$ cat config.mk
export PLATFORM = sky130hd
export DESIGN_NAME = ysyx_2022040010_mem_arb
export DESIGN_NICKNAME = d
export VERILOG_FILES = /design/src/rtl/ysyx_2022040010_mem_arb_pkg.sv /design/src/rtl/ysyx_2022040010_arb_prio.sv /design/src/rtl/ysyx_2022040010_mem_arb.sv
export SDC_FILE = /design/constraint.sdc
export NUM_CORES = 1
export LEC_CHECK = 0
export ABC_AREA = 1
export CORE_AREA = 2 2 207 209
export CTS_BUF_LIST = sky130_fd_sc_hd__clkbuf_4 sky130_fd_sc_hd__clkbuf_8
export CTS_CLUSTER_SIZE = 25
export DETAILED_ROUTE_END_ITERATION = 8
export DIE_AREA = 0 0 209 211
export HOLD_SLACK_MARGIN = 0.05
export PLACE_DENSITY_LB_ADDON = 0.3
export SLEW_MARGIN = 10
export SYNTH_ARGS = -nofsm -noshare
export SYNTH_HDL_FRONTEND = slang
export SYNTH_HIERARCHICAL = 1
export SYNTH_SLANG_ARGS = --single-unit
$ cat constraint.sdc
create_clock -name clk -period 2.6 [get_ports clk]
set_input_delay 0.52 -clock clk [delete_from_list [all_inputs] [get_ports clk]]
set_output_delay 0.52 -clock clk [all_outputs]
set_load 0.02 [all_outputs]
$ cat src/rtl/ysyx_2022040010_mem_arb_pkg.sv
// Shared encodings and sizing helpers for the IF/LS memory port arbiter.
package ysyx_2022040010_mem_arb_pkg;

    // FSM state encodings
    localparam logic [0:0] ARB_IDLE   = 1'b0;
    localparam logic [0:0] ARB_BUSY   = 1'b1;

    // Transaction owner encodings
    localparam logic [0:0] ARB_OWN_IF = 1'b0;
    localparam logic [0:0] ARB_OWN_LS = 1'b1;

    // Starvation counter width and its saturation value
    localparam int                   ARB_CNT_W   = 4;
    localparam logic [ARB_CNT_W-1:0] ARB_CNT_MAX = '1;

    // Width of the latched {we, wmask, wdata, addr} request bundle
    function automatic int arb_req_wd(input int addr_w, input int data_w);
        return 1 + (data_w / 8) + data_w + addr_w;
    endfunction

endpackage

$ cat src/rtl/ysyx_2022040010_arb_prio.sv
// Winner select between IF and LS plus the starvation counter.
// LS normally wins; IF wins once LS has been granted STARVE_MAX times in a
// row while IF kept requesting. The counter only moves while the arbiter is idle.
module ysyx_2022040010_arb_prio
    import ysyx_2022040010_mem_arb_pkg::*;
#(
    parameter int STARVE_MAX = 4
) (
    input  logic clk,
    input  logic rst,
    input  logic idle_i,
    input  logic if_req_i,
    input  logic ls_req_i,
    output logic win_if_o,
    output logic win_ls_o
);

    localparam logic [ARB_CNT_W-1:0] STARVE_LIM = ARB_CNT_W'(STARVE_MAX);

    logic [ARB_CNT_W-1:0] cnt_q, cnt_d;
    logic                 starved;

    assign starved  = if_req_i && (cnt_q == STARVE_LIM);
    assign win_if_o = if_req_i && (!ls_req_i || starved);
    assign win_ls_o = ls_req_i && !win_if_o;

    // Next count: clear on IF grant or IF idle, saturating +1 on an LS grant that made IF wait
    always_comb begin
        cnt_d = cnt_q;
        if (idle_i) begin
            if (!if_req_i || win_if_o) begin
                cnt_d = '0;
            end else if (win_ls_o && (cnt_q != ARB_CNT_MAX)) begin
                cnt_d = cnt_q + ARB_CNT_W'(1);
            end
        end
    end

    // Starvation counter register
    always_ff @(posedge clk) begin
        if (rst) begin
            cnt_q <= '0;
        end else begin
            cnt_q <= cnt_d;
        end
    end

endmodule

$ cat src/rtl/ysyx_2022040010_mem_arb.sv
// Single-port memory arbiter between instruction fetch (IF) and load/store (LS).
// IDLE grants one requester and latches its fields; BUSY holds mem_req until
// mem_ack, then the owner gets a one-cycle rvalid with registered read data.
module ysyx_2022040010_mem_arb
    import ysyx_2022040010_mem_arb_pkg::*;
#(
    parameter int ADDR_W     = 64,
    parameter int DATA_W     = 64,
    parameter int STARVE_MAX = 4
) (
    input  logic                clk,
    input  logic                rst,
    input  logic                if_req,
    input  logic [ADDR_W-1:0]   if_addr,
    output logic                if_gnt,
    output logic                if_rvalid,
    output logic [DATA_W-1:0]   if_rdata,
    input  logic                ls_req,
    input  logic                ls_we,
    input  logic [ADDR_W-1:0]   ls_addr,
    input  logic [DATA_W-1:0]   ls_wdata,
    input  logic [DATA_W/8-1:0] ls_wmask,
    output logic                ls_gnt,
    output logic                ls_rvalid,
    output logic [DATA_W-1:0]   ls_rdata,
    output logic                mem_req,
    output logic                mem_we,
    output logic [ADDR_W-1:0]   mem_addr,
    output logic [DATA_W-1:0]   mem_wdata,
    output logic [DATA_W/8-1:0] mem_wmask,
    input  logic                mem_ack,
    input  logic [DATA_W-1:0]   mem_rdata
);

    localparam int MASK_W = DATA_W / 8;
    localparam int REQ_WD = arb_req_wd(ADDR_W, DATA_W);
    localparam int WD_LSB = ADDR_W;
    localparam int WM_LSB = ADDR_W + DATA_W;

    logic [0:0]        state_q, state_d;
    logic [0:0]        owner_q, owner_d;
    logic [REQ_WD-1:0] req_q, req_d;
    logic              if_rvalid_q, if_rvalid_d;
    logic              ls_rvalid_q, ls_rvalid_d;
    logic [DATA_W-1:0] if_rdata_q, if_rdata_d;
    logic [DATA_W-1:0] ls_rdata_q, ls_rdata_d;

    logic idle;
    logic win_if;
    logic win_ls;
    logic req_we;

    assign idle   = (state_q == ARB_IDLE);
    assign req_we = req_q[REQ_WD-1];

    ysyx_2022040010_arb_prio #(
        .STARVE_MAX (STARVE_MAX)
    ) u_prio (
        .clk      (clk),
        .rst      (rst),
        .idle_i   (idle),
        .if_req_i (if_req),
        .ls_req_i (ls_req),
        .win_if_o (win_if),
        .win_ls_o (win_ls)
    );

    // FSM next state, grant pulses, request latch and response capture
    always_comb begin
        state_d     = state_q;
        owner_d     = owner_q;
        req_d       = req_q;
        if_gnt      = 1'b0;
        ls_gnt      = 1'b0;
        if_rvalid_d = 1'b0;
        ls_rvalid_d = 1'b0;
        if_rdata_d  = if_rdata_q;
        ls_rdata_d  = ls_rdata_q;
        case (state_q)
            ARB_IDLE: begin
                if (win_ls) begin
                    ls_gnt  = 1'b1;
                    owner_d = ARB_OWN_LS;
                    req_d   = {ls_we, ls_wmask, ls_wdata, ls_addr};
                    state_d = ARB_BUSY;
                end else if (win_if) begin
                    // Fetches are always plain reads with no byte mask
                    if_gnt  = 1'b1;
                    owner_d = ARB_OWN_IF;
                    req_d   = {1'b0, {MASK_W{1'b0}}, {DATA_W{1'b0}}, if_addr};
                    state_d = ARB_BUSY;
                end
            end
            ARB_BUSY: begin
                if (mem_ack) begin
                    state_d = ARB_IDLE;
                    if (owner_q == ARB_OWN_LS) begin
                        ls_rvalid_d = 1'b1;
                        ls_rdata_d  = req_we ? {DATA_W{1'b0}} : mem_rdata;
                    end else begin
                        if_rvalid_d = 1'b1;
                        if_rdata_d  = mem_rdata;
                    end
                end
            end
            default: state_d = ARB_IDLE;
        endcase
    end

    // State, latched request and response registers
    always_ff @(posedge clk) begin
        if (rst) begin
            state_q     <= ARB_IDLE;
            owner_q     <= ARB_OWN_IF;
            req_q       <= '0;
            if_rvalid_q <= 1'b0;
            ls_rvalid_q <= 1'b0;
            if_rdata_q  <= '0;
            ls_rdata_q  <= '0;
        end else begin
            state_q     <= state_d;
            owner_q     <= owner_d;
            req_q       <= req_d;
            if_rvalid_q <= if_rvalid_d;
            ls_rvalid_q <= ls_rvalid_d;
            if_rdata_q  <= if_rdata_d;
            ls_rdata_q  <= ls_rdata_d;
        end
    end

    assign mem_req   = (state_q == ARB_BUSY);
    assign mem_we    = req_we;
    assign mem_addr  = req_q[ADDR_W-1:0];
    assign mem_wdata = req_q[WD_LSB +: DATA_W];
    assign mem_wmask = req_q[WM_LSB +: MASK_W];

    assign if_rvalid = if_rvalid_q;
    assign if_rdata  = if_rdata_q;
    assign ls_rvalid = ls_rvalid_q;
    assign ls_rdata  = ls_rdata_q;

endmodule

== Word-level counts from Yosys, hierarchy flattened ==
Cells that the tools add are included.
Storage, ports and cells
  register bits: 273
  word-level logic and storage cells: 47
Cells by class
  add/subtract/negate cells: 1
  equal/unequal tests: 2
  mux-type cells: 17
  bitwise gates (word level): 3
  reduce and logical (&&, ||, !) cells: 16
Operators with widths (count)
  $mux W137: 2
  $mux W64: 1
  $mux W1: 11
  $mux W4: 2
  $reduce_and A3 Y1: 2
  $add A4 B1 Y4 const B: 1
  $eq A4 B3 Y1 const B: 1
  $logic_and A1 B1 Y1: 4
  $ne A4 B4 Y1 const B: 1
  $reduce_and A2 Y1: 2
  $reduce_bool A2 Y1: 2
  $logic_not A1 Y1: 3
  $not A1 Y1: 3
  $reduce_or A3 Y1: 1
  $logic_or A1 B1 Y1: 2
  $pmux W1 S2: 1

== Depth between registers and ports, before layout ==
  word-level depth: 9
  mapped depth: 11
  gate-level depth less buffers: 9

== By module ==
Netlist, hierarchy kept.
Modules (own cells, without submodules)
  ysyx_2022040010_mem_arb: times used 1, cells an instance 1732, area each 11521.0 µm², seq. area each 5385.2 µm²
  ysyx_2022040010_arb_prio: times used 1, cells an instance 39, area each 287.8 µm², seq. area each 80.1 µm²

== Worst setup path after synthesis ==
No wires, ideal clock.
  path kind: reg2out
  from: reg u_prio.cnt_q[0]
  to: out if_gnt
  arrival time: 1.712 ns
  data required time: 2.080 ns
  slack: 0.368 ns
  cell stages (with the launch flop): 10
  path buffers: 2
  cells stage by stage: dfxtp_1 inv_1 ha_1 nand3_2 o21a_1 nor2_1 nand2_1 buf_4 buf_2 nor2_1
Between the ends
  cells in the longest elaborated chain, start to end: 8
  elaborated cells on any way between the ends: 9
Ends and longest elaborated chain
  start: declaration: RTL line ysyx_2022040010_arb_prio.sv:20  | logic [ARB_CNT_W-1:0] cnt_q, cnt_d;
  start signal: assignment: RTL line ysyx_2022040010_arb_prio.sv:44  | cnt_q <= cnt_d;
  $eq A4 B3 Y1: RTL line ysyx_2022040010_arb_prio.sv:23  | assign starved = if_req_i && (cnt_q == STARVE_LIM);
  $logic_and A1 B1 Y1: RTL line ysyx_2022040010_arb_prio.sv:23
  $logic_or A1 B1 Y1: RTL line ysyx_2022040010_arb_prio.sv:24  | assign win_if_o = if_req_i && (!ls_req_i || starved);
  $logic_and A1 B1 Y1: RTL line ysyx_2022040010_arb_prio.sv:24
  $logic_not A1 Y1: RTL line ysyx_2022040010_arb_prio.sv:25  | assign win_ls_o = ls_req_i && !win_if_o;
  $logic_and A1 B1 Y1: RTL line ysyx_2022040010_arb_prio.sv:25
  net win_ls: RTL line ysyx_2022040010_mem_arb.sv:50  | logic win_ls;
  $mux W1: RTL line ysyx_2022040010_mem_arb.sv:81  | if (win_ls) begin
  $mux W1: RTL line ysyx_2022040010_mem_arb.sv:79  | case (state_q)
  end: declaration: RTL line ysyx_2022040010_mem_arb.sv:15  | output logic if_gnt,
The timed path passes the listed nets, and every way through them passes these cells.

== Final worst setup path ==
  from: reg u_prio.cnt_q[0]
  to: out ls_gnt
Between the ends
  cells in the longest elaborated chain, start to end: 8
Ends and longest elaborated chain
  $eq A4 B3 Y1: RTL line ysyx_2022040010_arb_prio.sv:23
  $logic_and A1 B1 Y1: RTL line ysyx_2022040010_arb_prio.sv:23
  $logic_or A1 B1 Y1: RTL line ysyx_2022040010_arb_prio.sv:24
  $logic_and A1 B1 Y1: RTL line ysyx_2022040010_arb_prio.sv:24
  $logic_not A1 Y1: RTL line ysyx_2022040010_arb_prio.sv:25
  $logic_and A1 B1 Y1: RTL line ysyx_2022040010_arb_prio.sv:25
  net win_ls: RTL line ysyx_2022040010_mem_arb.sv:50
  $mux W1: RTL line ysyx_2022040010_mem_arb.sv:81
  $mux W1: RTL line ysyx_2022040010_mem_arb.sv:79
  end: declaration: RTL line ysyx_2022040010_mem_arb.sv:23  | output logic ls_gnt,
The timed path passes the listed nets, and every way through them passes these cells.

==> run_results.csv <==
group,metric,value,unit
floorplanning,row_count,75,
timing,hold_slack,0.401,ns
global_route,grt_pass1_wl,65600,µm
worst_setup_path,cp-end-kind,"primary output",
power_and_ir_drop,p_per_area,607,mW/mm²
cells_and_area,nets,2542,
power_and_ir_drop,internal_power,8180,µW
clock_tree,cts_made_buffers,50,
synth,ys.flop_type,"dfxtp_1",
power_and_ir_drop,ir_drop,463,µV
timing,drv_slew,0,
cells_and_area,final_cell_area,0.0188,mm²
synth,yosysTopAreaCell,"dfxtp_1",
worst_setup_path,cp_cell_sequence,"inv_2 > ha_2 > nand3_2 > o21a_4 > buf_4 > nand2_4 > inv_2 > buf_2",
worst_setup_path,crit_arrival,1.93,ns
timing,fmax,0.408,GHz
synth,syn_avg_cell_area,6.67,µm²
floorplanning,ioPinCount,540,
routing,ant_nets,0,
timing,period_needed,2.45,ns
clock_tree,numClockSinks,273,
worst_setup_path,startpoint_type,"flip-flop",
worst_setup_path,worstReg2RegStart,"u_prio/cnt_q[0]",
synth,yosysTopAreaCellShare,46.3,%
cells_and_area,seqCellArea,0.00547,mm²
timing,worstMarginPinSlew,0.915,ns
routing,drc_errors,0,
synth,synthArstFlopShare,0,%
timing,finClkSkew,0.0214,ns
cells_and_area,nFillCells,4209,
placement,hpwl,30100,µm
power_and_ir_drop,swShare,28.3,%
synth,ys_seq_area_share,46.3,%
timing,hold_viol_final,0,
timing,fin_crit_sh,94.3,%
clock_tree,htreeDepth,2,
power_and_ir_drop,combPwrFrac,20.8,%
global_route,antenna_found_initial,0,
worst_setup_path,reg2reg_depth,11,
worst_setup_path,cpMaxStageDelayCell,"dfxtp_2",
cells_and_area,area_growth,59.2,%
routing,drtIter0Drc,731,
power_and_ir_drop,seqPwrFrac,40.2,%
cells_and_area,fin_cells,2846,
placement,placedCellCount,2755,
routing,vias,12471,
synth,yosysMostFrequentCell,"nand2_1",
global_route,grt_start_max_net_pins,82,
status,status,"finished clean",
clock_tree,cts_tree,"built",
worst_setup_path,reg2reg_to,"req_q[57]",
timing,slew_headroom,39.0,%
synth,synth_cell_type_count,23,
synth,synth-edff-count,0,
worst_setup_path,reg2reg_slack,0.38,ns
timing,finalSetupTns,0,ns
synth,syn_inst,1771,
synth,yosys_warnings,6,
routing,drt_pass1_iterations,5,
floorplanning,fp.coreArea,0.0418,mm²
clock_tree,cts_buffer_depth,3,
global_route,grt_pass1_vias,12020,
floorplanning,die_y,211,µm
worst_setup_path,endpoint,"ls_gnt",
floorplanning,start_util,28.3,%
routing,drt-vias-per-instance,4.38,
power_and_ir_drop,clock_power_share,39.0,%
worst_setup_path,startpoint,"u_prio/cnt_q[0]",
routing,wl_per_cell,15.0,µm
cells_and_area,antenna_cells,0,
synth,synth_seq_cells,273,
floorplanning,die_area,0.0441,mm²
floorplanning,chipWidth,209,µm
worst_setup_path,criticalPathCategory,"reg -> out",
clock_tree,clock-root-buffer,"clkbuf_8",
synth,synth_common_cells,"585 x nand2_1, 334 x nor2_1, 273 x dfxtp_1, 152 x inv_1, 134 x a21oi_1",
placement,placed_cell_area,0.0177,mm²
worst_setup_path,crit_path_frequent_cell,"inv_2",
placement,gp_congestion,0.801,
clock_tree,clkSlewWorstSetupHoldPaths,0.06,ns
timing,finalSetupViolCount,0,
synth,syn-cell-area,0.0118,mm²
synth,synth_area_leaders,"dfxtp_1 46%, nand2_1 19%, nor2_1 11%, a21oi_1 5.7%, inv_1 4.8%",
worst_setup_path,required,2.08,ns
routing,totalWireLength,42800,µm
worst_setup_path,slowest_delay,0.34,ns
global_route,grt_overflow,0,
power_and_ir_drop,p_leak,0.00841,µW
power_and_ir_drop,p_switching,3230,µW
placement,port_buffers,539,
hold_path,holdCritPathClass,"in -> reg",
synth,syn-num-nets,2043,
cells_and_area,drive_above_1_share,6.29,%
global_route,grt_use_total,18.6,%
clock_tree,insertion_delay,0.60,ns
worst_setup_path,worstPathMaxFanout,5,
job,drv_cap,0,
cells_and_area,multi_input_area,0.00523,mm²
## stage by stage
stage	total power, µW	worst slack [ns]	utilization, %
4_1_cts	11600	0.0526	45.0
3_5_place_dp	7060	-0.196	42.3
3_3_place_gp	7040	-0.216	42.3
6_report	11400	0.148	45.0
2_1_floorplan	5820	0.368	-
5_1_grt	12000	-0.00270	45.0
## logic make-up (layout without fill, tap and decap cells)
kind of cell / Yosys count / after routing / share of synthesized area, %
buffers and inverters: 278 / 814 / 9.92
adders and majority gates: 2 / 2 / 0.212
DFF: 273 / 273 / 46.3
AOI/OAI and AO/OA: 145 / 145 / 6.23
and+or+nand+nor: 1072 / 1072 / 37.3
xor gates and xnor gates: 1 / 1 / 0.0742
## critical path: cells and delay by family (launching register included)
kind | cells | cell delay (ns)
AND/OR/NAND/NOR | 2 | 0.17
buffers and inverters | 4 | 0.42
flip-flops | 1 | 0.34
AO/OA/AOI/OAI | 1 | 0.24
adder cells (fa/ha/maj) | 1 | 0.16
## power groups by stage
stage | sequential, µW | clock (µW) | combinational [µW]
2_1_floorplan | 4990 | 0 | 827
3_3_place_gp | 4670 | 0 | 2380
3_5_place_dp | 4680 | 0 | 2390
4_1_cts | 4590 | 4600 | 2400
5_1_grt | 4630 | 4780 | 2580
6_report | 4590 | 4450 | 2380
## layout make-up
cell class	count	share of cell area (%)
Timing Repair Buffer	570	30.5
Sequential cell	273	29.1
Multi-Input combinational cell	1220	27.8
Clock buffer	82	5.47
Tap cell	539	3.59
Inverter	155	3.12
Clock inverter	7	0.379
## registers in the layout (all words and copies together), names as in the netlist
| register | count |
|---|---|
| if_rdata | 64 |
| if_rvalid | 1 |
| ls_rdata | 64 |
| ls_rvalid | 1 |
| mem_req | 1 |
| owner_q | 1 |
| req_q | 137 |
| u_prio/cnt_q | 4 |
## metal layers
metal / global-route usage (%) / share of wire, %
met1: 21.9 / 41
met2: 31.4 / 48
met3: 7.09 / 9.0
met4: 5.84 / 2.3
met5: 0 / 0
## repair_timing
action | in CTS | in global routing
pin swaps | 2 | 2
setup endpoints to repair | 2 | 2
setup buffers | 1 | 1
endpoints found under the hold margin | 0 | 0
resized for setup | 13 | 3
hold buffers | 0 | 0
## placed cells by master, fill, tap and decap left out, types with 2 or more instances in the layout
master and count:
clkdlybuf4s50_1 536, buf_2 2, clkbuf_8 66, nand2_2 2, buf_4 22, buf_12 10, clkinv_2 3, nand2_1 584
nand3_2 2, dfxtp_1 271, o21ai_0 8, nand3b_1 66, nand3_1 78, clkbuf_4 16, inv_1 149, nand2_4 3
inv_2 5, dfxtp_2 2, clkinvlp_4 2, a21oi_1 134, nor2_1 333
## worst min path at each step
stage	start	endpoint	depth (start not counted)
after floorplan	owner_q	owner_q	2
after global placement	req_q[130]	req_q[130]	2
after detailed placement	req_q[123]	req_q[123]	2
after CTS	rst	if_rdata[26]	4
after global routing	rst	if_rdata[26]	4
final	rst	if_rdata[26]	4
Note: power is estimated with default switching activity, not from simulation.
